File: src/rtl/parity_fault_pkg.sv
// Shared types and sizing helpers for the parity fault-injection BIST.
// Site numbering: data inputs first, then internal chain nodes, then the parity output.
package parity_fault_pkg;

  typedef enum logic [1:0] {
    ST_IDLE,
    ST_RUN,
    ST_DONE
  } state_e;

  typedef enum logic [1:0] {
    SITE_IN,
    SITE_NODE,
    SITE_OUT
  } site_kind_e;

  function automatic int nsite(input int width);
    return 2 * width - 1;
  endfunction

  function automatic int site_w(input int width);
    return $clog2(nsite(width));
  endfunction

  function automatic int cov_w(input int width);
    return $clog2(2 * nsite(width) + 1);
  endfunction

  function automatic site_kind_e site_kind(input int site, input int width);
    if (site < width) begin
      return SITE_IN;
    end else if (site < 2 * width - 2) begin
      return SITE_NODE;
    end else begin
      return SITE_OUT;
    end
  endfunction

endpackage

File: src/rtl/parity_chain_inj.sv
// Linear XOR parity chain with one optional stuck-at node.
// A stuck node overrides its value for everything downstream of it.
module parity_chain_inj
  import parity_fault_pkg::*;
#(
  parameter int WIDTH = 3,
  parameter int ODD   = 0,
  parameter int SITEW = 3
) (
  input  logic [WIDTH-1:0] d_i,
  input  logic             inj_en_i,
  input  logic [SITEW-1:0] inj_site_i,
  input  logic             inj_val_i,
  output logic             p_o
);

  site_kind_e       kindSel;
  logic [WIDTH-1:0] dEff;
  logic [WIDTH-1:0] chain;
  logic             par;

  assign kindSel = site_kind(int'(inj_site_i), WIDTH);

  // chain[k] is the running XOR of bits 0..k; nodes 1..WIDTH-2 are injectable.
  always_comb begin
    dEff  = d_i;
    chain = '0;
    par   = 1'b0;
    for (int i = 0; i < WIDTH; i++) begin
      if (inj_en_i && kindSel == SITE_IN && inj_site_i == SITEW'(i)) begin
        dEff[i] = inj_val_i;
      end
    end
    chain[0] = dEff[0];
    for (int k = 1; k < WIDTH; k++) begin
      chain[k] = chain[k-1] ^ dEff[k];
      if (k <= WIDTH - 2 && inj_en_i && kindSel == SITE_NODE &&
          inj_site_i == SITEW'(WIDTH + k - 1)) begin
        chain[k] = inj_val_i;
      end
    end
    par = (ODD != 0) ? ~chain[WIDTH-1] : chain[WIDTH-1];
    if (inj_en_i && kindSel == SITE_OUT) begin
      par = inj_val_i;
    end
  end

  assign p_o = par;

endmodule

File: src/rtl/parity_fault_bist.sv
// Stuck-at fault-injection BIST: sweeps every input pattern through a golden and a faulty
// parity chain, reporting single-fault detection or campaign-wide fault coverage.
module parity_fault_bist
  import parity_fault_pkg::*;
#(
  parameter  int WIDTH = 3,
  parameter  int ODD   = 0,
  localparam int NSITE = nsite(WIDTH),
  localparam int SITEW = site_w(WIDTH),
  localparam int COVW  = cov_w(WIDTH)
) (
  input  logic             clk,
  input  logic             rst_n,
  input  logic             start,
  input  logic             mode,
  input  logic [SITEW-1:0] site_sel,
  input  logic             stuck_val,
  input  logic             fault_en,
  output logic             busy,
  output logic             done,
  output logic             err,
  output logic             detected,
  output logic [WIDTH-1:0] first_pat,
  output logic [WIDTH:0]   det_count,
  output logic [COVW-1:0]  cov_count,
  output logic [WIDTH-1:0] pat_out,
  output logic             p_gold,
  output logic             p_fault
);

  localparam int FIW = SITEW + 1;

  state_e           state_q, state_d;
  logic [WIDTH-1:0] pat_q, pat_d;
  logic [FIW-1:0]   faultIdx_q, faultIdx_d;
  logic             hit_q, hit_d;
  logic             mode_q, mode_d;
  logic [SITEW-1:0] site_q, site_d;
  logic             stuck_q, stuck_d;
  logic             en_q, en_d;
  logic             err_q, err_d;
  logic             detected_q, detected_d;
  logic [WIDTH-1:0] firstPat_q, firstPat_d;
  logic [WIDTH:0]   detCount_q, detCount_d;
  logic [COVW-1:0]  covCount_q, covCount_d;

  logic [SITEW-1:0] injSite;
  logic             injVal;
  logic             mism;
  logic             lastPat;

  // Campaign mode walks faults site-major with stuck-0 in the low index bit.
  assign injSite = mode_q ? faultIdx_q[FIW-1:1] : site_q;
  assign injVal  = mode_q ? faultIdx_q[0] : stuck_q;

  parity_chain_inj #(.WIDTH(WIDTH), .ODD(ODD), .SITEW(SITEW)) uGolden (
    .d_i        (pat_q),
    .inj_en_i   (1'b0),
    .inj_site_i ('0),
    .inj_val_i  (1'b0),
    .p_o        (p_gold)
  );

  parity_chain_inj #(.WIDTH(WIDTH), .ODD(ODD), .SITEW(SITEW)) uFaulty (
    .d_i        (pat_q),
    .inj_en_i   (en_q),
    .inj_site_i (injSite),
    .inj_val_i  (injVal),
    .p_o        (p_fault)
  );

  assign mism    = p_gold ^ p_fault;
  assign lastPat = (pat_q == '1);

  always_ff @(posedge clk) begin
    if (!rst_n) begin
      state_q    <= ST_IDLE;
      pat_q      <= '0;
      faultIdx_q <= '0;
      hit_q      <= 1'b0;
      mode_q     <= 1'b0;
      site_q     <= '0;
      stuck_q    <= 1'b0;
      en_q       <= 1'b0;
      err_q      <= 1'b0;
      detected_q <= 1'b0;
      firstPat_q <= '0;
      detCount_q <= '0;
      covCount_q <= '0;
    end else begin
      state_q    <= state_d;
      pat_q      <= pat_d;
      faultIdx_q <= faultIdx_d;
      hit_q      <= hit_d;
      mode_q     <= mode_d;
      site_q     <= site_d;
      stuck_q    <= stuck_d;
      en_q       <= en_d;
      err_q      <= err_d;
      detected_q <= detected_d;
      firstPat_q <= firstPat_d;
      detCount_q <= detCount_d;
      covCount_q <= covCount_d;
    end
  end

  always_comb begin
    state_d    = state_q;
    pat_d      = pat_q;
    faultIdx_d = faultIdx_q;
    hit_d      = hit_q;
    mode_d     = mode_q;
    site_d     = site_q;
    stuck_d    = stuck_q;
    en_d       = en_q;
    err_d      = err_q;
    detected_d = detected_q;
    firstPat_d = firstPat_q;
    detCount_d = detCount_q;
    covCount_d = covCount_q;
    case (state_q)
      ST_IDLE: begin
        if (start) begin
          if (!mode && int'(site_sel) >= NSITE) begin
            err_d   = 1'b1;
            state_d = ST_DONE;
          end else begin
            err_d      = 1'b0;
            detected_d = 1'b0;
            firstPat_d = '0;
            detCount_d = '0;
            covCount_d = '0;
            pat_d      = '0;
            faultIdx_d = '0;
            hit_d      = 1'b0;
            mode_d     = mode;
            site_d     = site_sel;
            stuck_d    = stuck_val;
            en_d       = fault_en;
            state_d    = ST_RUN;
          end
        end
      end
      ST_RUN: begin
        if (!mode_q) begin
          if (mism) begin
            detected_d = 1'b1;
            detCount_d = detCount_q + 1'b1;
            if (!detected_q) begin
              firstPat_d = pat_q;
            end
          end
          if (lastPat) begin
            state_d = ST_DONE;
          end else begin
            pat_d = pat_q + 1'b1;
          end
        end else begin
          // The pattern counter wraps into the next fault; it freezes on the final one.
          pat_d = pat_q + 1'b1;
          if (mism) begin
            hit_d = 1'b1;
          end
          if (lastPat) begin
            if (hit_q || mism) begin
              covCount_d = covCount_q + 1'b1;
            end
            hit_d = 1'b0;
            if (faultIdx_q == FIW'(2 * NSITE - 1)) begin
              pat_d   = pat_q;
              state_d = ST_DONE;
            end else begin
              faultIdx_d = faultIdx_q + 1'b1;
            end
          end
        end
      end
      ST_DONE: state_d = ST_IDLE;
      default: state_d = ST_IDLE;
    endcase
  end

  assign busy      = (state_q == ST_RUN);
  assign done      = (state_q == ST_DONE);
  assign err       = err_q;
  assign detected  = detected_q;
  assign first_pat = firstPat_q;
  assign det_count = detCount_q;
  assign cov_count = covCount_q;
  assign pat_out   = pat_q;

endmodule

File: config.mk
export PLATFORM = sky130hd
export DESIGN_NAME = parity_fault_bist
export DESIGN_NICKNAME = d
export VERILOG_FILES = /design/src/rtl/parity_fault_pkg.sv /design/src/rtl/parity_chain_inj.sv /design/src/rtl/parity_fault_bist.sv
export SDC_FILE = /design/constraint.sdc
export NUM_CORES = 1
export LEC_CHECK = 0
export ABC_CLOCK_PERIOD_IN_PS = 3000
export BUFFER_PORTS_ARGS = -buffer_cell sky130_fd_sc_hd__buf_4
export CELL_PAD_IN_SITES_DETAIL_PLACEMENT = 0
export CELL_PAD_IN_SITES_GLOBAL_PLACEMENT = 1
export CORE_UTILIZATION = 37
export DETAILED_ROUTE_END_ITERATION = 16
export PLACE_DENSITY_LB_ADDON = 0.05
export RECOVER_POWER = 25
export SYNTH_ARGS = -nofsm -noshare
export SYNTH_HDL_FRONTEND = slang
export SYNTH_SLANG_ARGS = --single-unit
export TNS_END_PERCENT = 100
File: constraint.sdc
create_clock -name clk -period 3 [get_ports clk]
set_clock_uncertainty 0.15 [all_clocks]
set_input_delay 0.15 -clock clk [delete_from_list [all_inputs] [get_ports clk]]
set_output_delay 0.15 -clock clk [all_outputs]
set_load 0.1 [all_outputs]
==> results.cfg <==
[detailed_routing]
vias = 1716
drc = 2
drt_iter0_drc = 66
dr.pass1.iters = 10
finalWirelength_mm = 4.755
postRouteAntennaNets = 0
viasPerCell = 5.701
avgRoutedWirePerCell_um = 15.80

[critical_path]
r2r_setup_slack_ps = 60
crit_type = register to register
worstPathRequired_ps = 3070
crit_end = det_count[2]
rr_worst_depth = 9
arrival_ps = 3010
endpoint_kind = register
crit_start = site_q[1]
r2r_start = site_q[1]
crit_fanout = 8
startpoint_type = register
rr_endpoint = det_count[2]

[die]
coreArea_um2 = 4444
start_util_pct = 39.22
die_area_um2 = 4989
die-height_um = 70.64
rows = 24
io_pins = 29
fp.dieW_um = 70.64

[global_route]
grt_use_total_pct = 19.72
grt_max_degree = 29
grt-ovfl-total = 0
grt_pass1_vias = 1641
grt_pass1_wl_mm = 7.686
grt_antenna_before_repair = 0

[sta]
fin_ws_ps = 58.03
worst_slew_pin_slew_ps = 1165
finalCriticalPeriod_ps = 2942
setup_violations = 0
fin_crit_sh_pct = 98.07
rsz0062_at_grt = yes
hold_viol = 0
drv_slew = 0
slew_headroom_pct = 22.69
clock.fmax_mhz = 339.9
fin_setup_tns_ps = 0

[run]
cap_violations = 0

[yosys]
syn-cell-area_um2 = 1743
ys_top_cells_by_area = dfxtp_1, nand2_1, ha_1
synth.avg_cell_area_um2 = 8.339
yosys.area.top_type = dfxtp_1
synth_nets = 224
synth-seq-cells = 29
synth_flop_cell = dfxtp_1
synthMostInstantiatedCell = dfxtp_1
yosysWarnings = 0
synth-edff-count = 0
async_reset_ff_share_pct = 0
postSynthCellCount = 209
yosys.area.top_type_share_pct = 33.31
yosysSeqAreaShare_pct = 33.31
synth_common_cells = dfxtp_1, nand2_1, nor2_1, nand3_1, nor2b_1
synth.distinct_cells = 50

[power_and_ir_drop]
leakage_nw = 0.8775
power.internal_mw = 0.7097
pwr-share-seq_pct = 39.1
swShare_pct = 33.50
p_switching_mw = 0.3575
ir_drop_v = 0.0002478
p_clk_share_pct = 33.1
pwr-share-comb_pct = 27.8
powerDensity_nw_per_um2 = 475.7

[cells_and_area]
n_antenna_cell = 0
nets = 263
layout-drive-gt1-share_pct = 23.69
area_growth_pct = 28.71
final_util_pct = 50.48
design_area_um2 = 2243
final_cells = 301

[clocking]
clk_latency_ps = 280
htreeDepth = 2
cts.reportedPaths.clkPinSlew_ps = 60
numCtsBuffers = 5
ctsLongestPathBuffers = 2
cts.sinks = 29
cts_root_buf = clkbuf_8
cts_tree = yes

[place]
dp_hpwl_mm = 3.563
place_area_um2 = 2096
portBuffers = 28
dp_slack_ps = 50.47
gp_congestion = 0.8496
placed_cells = 288

[worst_hold_path]
hold_class = primary input to register

[run_status]
status = complete, but fails checks
violations = design-rule violations
## registers in the layout, indices dropped and copies added (netlist names)
signal / cells
first_pat: 3
site_q: 3
stuck_q: 1
en_q: 1
detected: 1
state_q: 2
faultIdx_q: 4
pat_out: 3
hit_q: 1
mode_q: 1
err: 1
det_count: 4
cov_count: 4
## final cells by class
cell class | instances | area, µm²
Fill cell | 431 | 2201
Multi-Input combinational cell | 163 | 1170
Sequential cell | 29 | 593.1
Timing Repair Buffer | 41 | 284.0
Clock buffer | 7 | 96.34
Tap cell | 52 | 65.06
Inverter | 8 | 30.03
Clock inverter | 1 | 5.005
## layer usage
metal,GRT usage (%),wire length [µm]
met4,5.333,54
met3,4.416,180
met1,23.63,2165
met2,35.60,2355
met5,0,0
## worst min path at each step
| stage | start | endpoint | cells after the start |
|---|---|---|---|
| 3_5_place_dp | stuck_val | stuck_q | 3 |
| 2_1_floorplan | site_sel[1] | site_q[1] | 2 |
| 3_3_place_gp | stuck_val | stuck_q | 3 |
| 6_report | site_sel[2] | site_q[2] | 2 |
| 5_1_grt | site_sel[2] | site_q[2] | 2 |
| 4_1_cts | site_sel[2] | site_q[2] | 2 |
## stage by stage
stage	power, mW	hold slack, ps
after CTS	1.071	10.98
final	1.067	20.95
after global routing	1.115	20.67
after detailed placement	0.7082	259.1
after global placement	0.7027	248.1
after floorplan	0.6333	134.8
## layout by cell type (no fill, tap or decap), types with 6 or more instances in the layout
cell type,instances
clkbuf_1,11
a21oi_1,8
nand4_1,9
nand2_1,26
and2_1,6
clkbuf_8,7
nor2b_1,10
ha_1,6
dfxtp_1,23
inv_1,8
nand3_1,9
nor2_1,14
buf_4,24
## kinds of logic after synthesis
logic type	after synthesis	synth area share [%]
multiplexers	12	7.322
AO/OA/AOI/OAI	45	19.31
adder cells (fa/ha/maj)	6	4.307
flip-flops	29	33.31
XOR/XNOR	5	2.512
buffers and inverters	17	3.805
AND/OR/NAND/NOR	95	29.43
## power by group through the flow
| stage | Sequential [mW] | Combinational (mW) | Clock [mW] |
|---|---|---|---|
| after floorplan | 0.456 | 0.178 | 0 |
| after global placement | 0.424 | 0.279 | 0 |
| after detailed placement | 0.425 | 0.283 | 0 |
| after CTS | 0.417 | 0.289 | 0.365 |
| after global routing | 0.420 | 0.317 | 0.378 |
| final | 0.418 | 0.296 | 0.353 |
## repair_timing
action	in CTS	in global routing
cloned	0	0
pin swaps	0	8
setup buffers	0	1
hold buffers	4	0
gates resized for setup	1	11
setup endpoints to repair	3	3
endpoints found under the hold margin	4	0
## critical path, cell delays in order, from the launching register on
cell and delay (ps):
dfxtp_2 330, or4b_4 580, a2111oi_4 390, a311oi_2 100, a221o_1 360, a21oi_4 180, mux2i_2 90, buf_6 140
or4_4 490, nand3_2 70
Power figures use the tool's default switching activity.
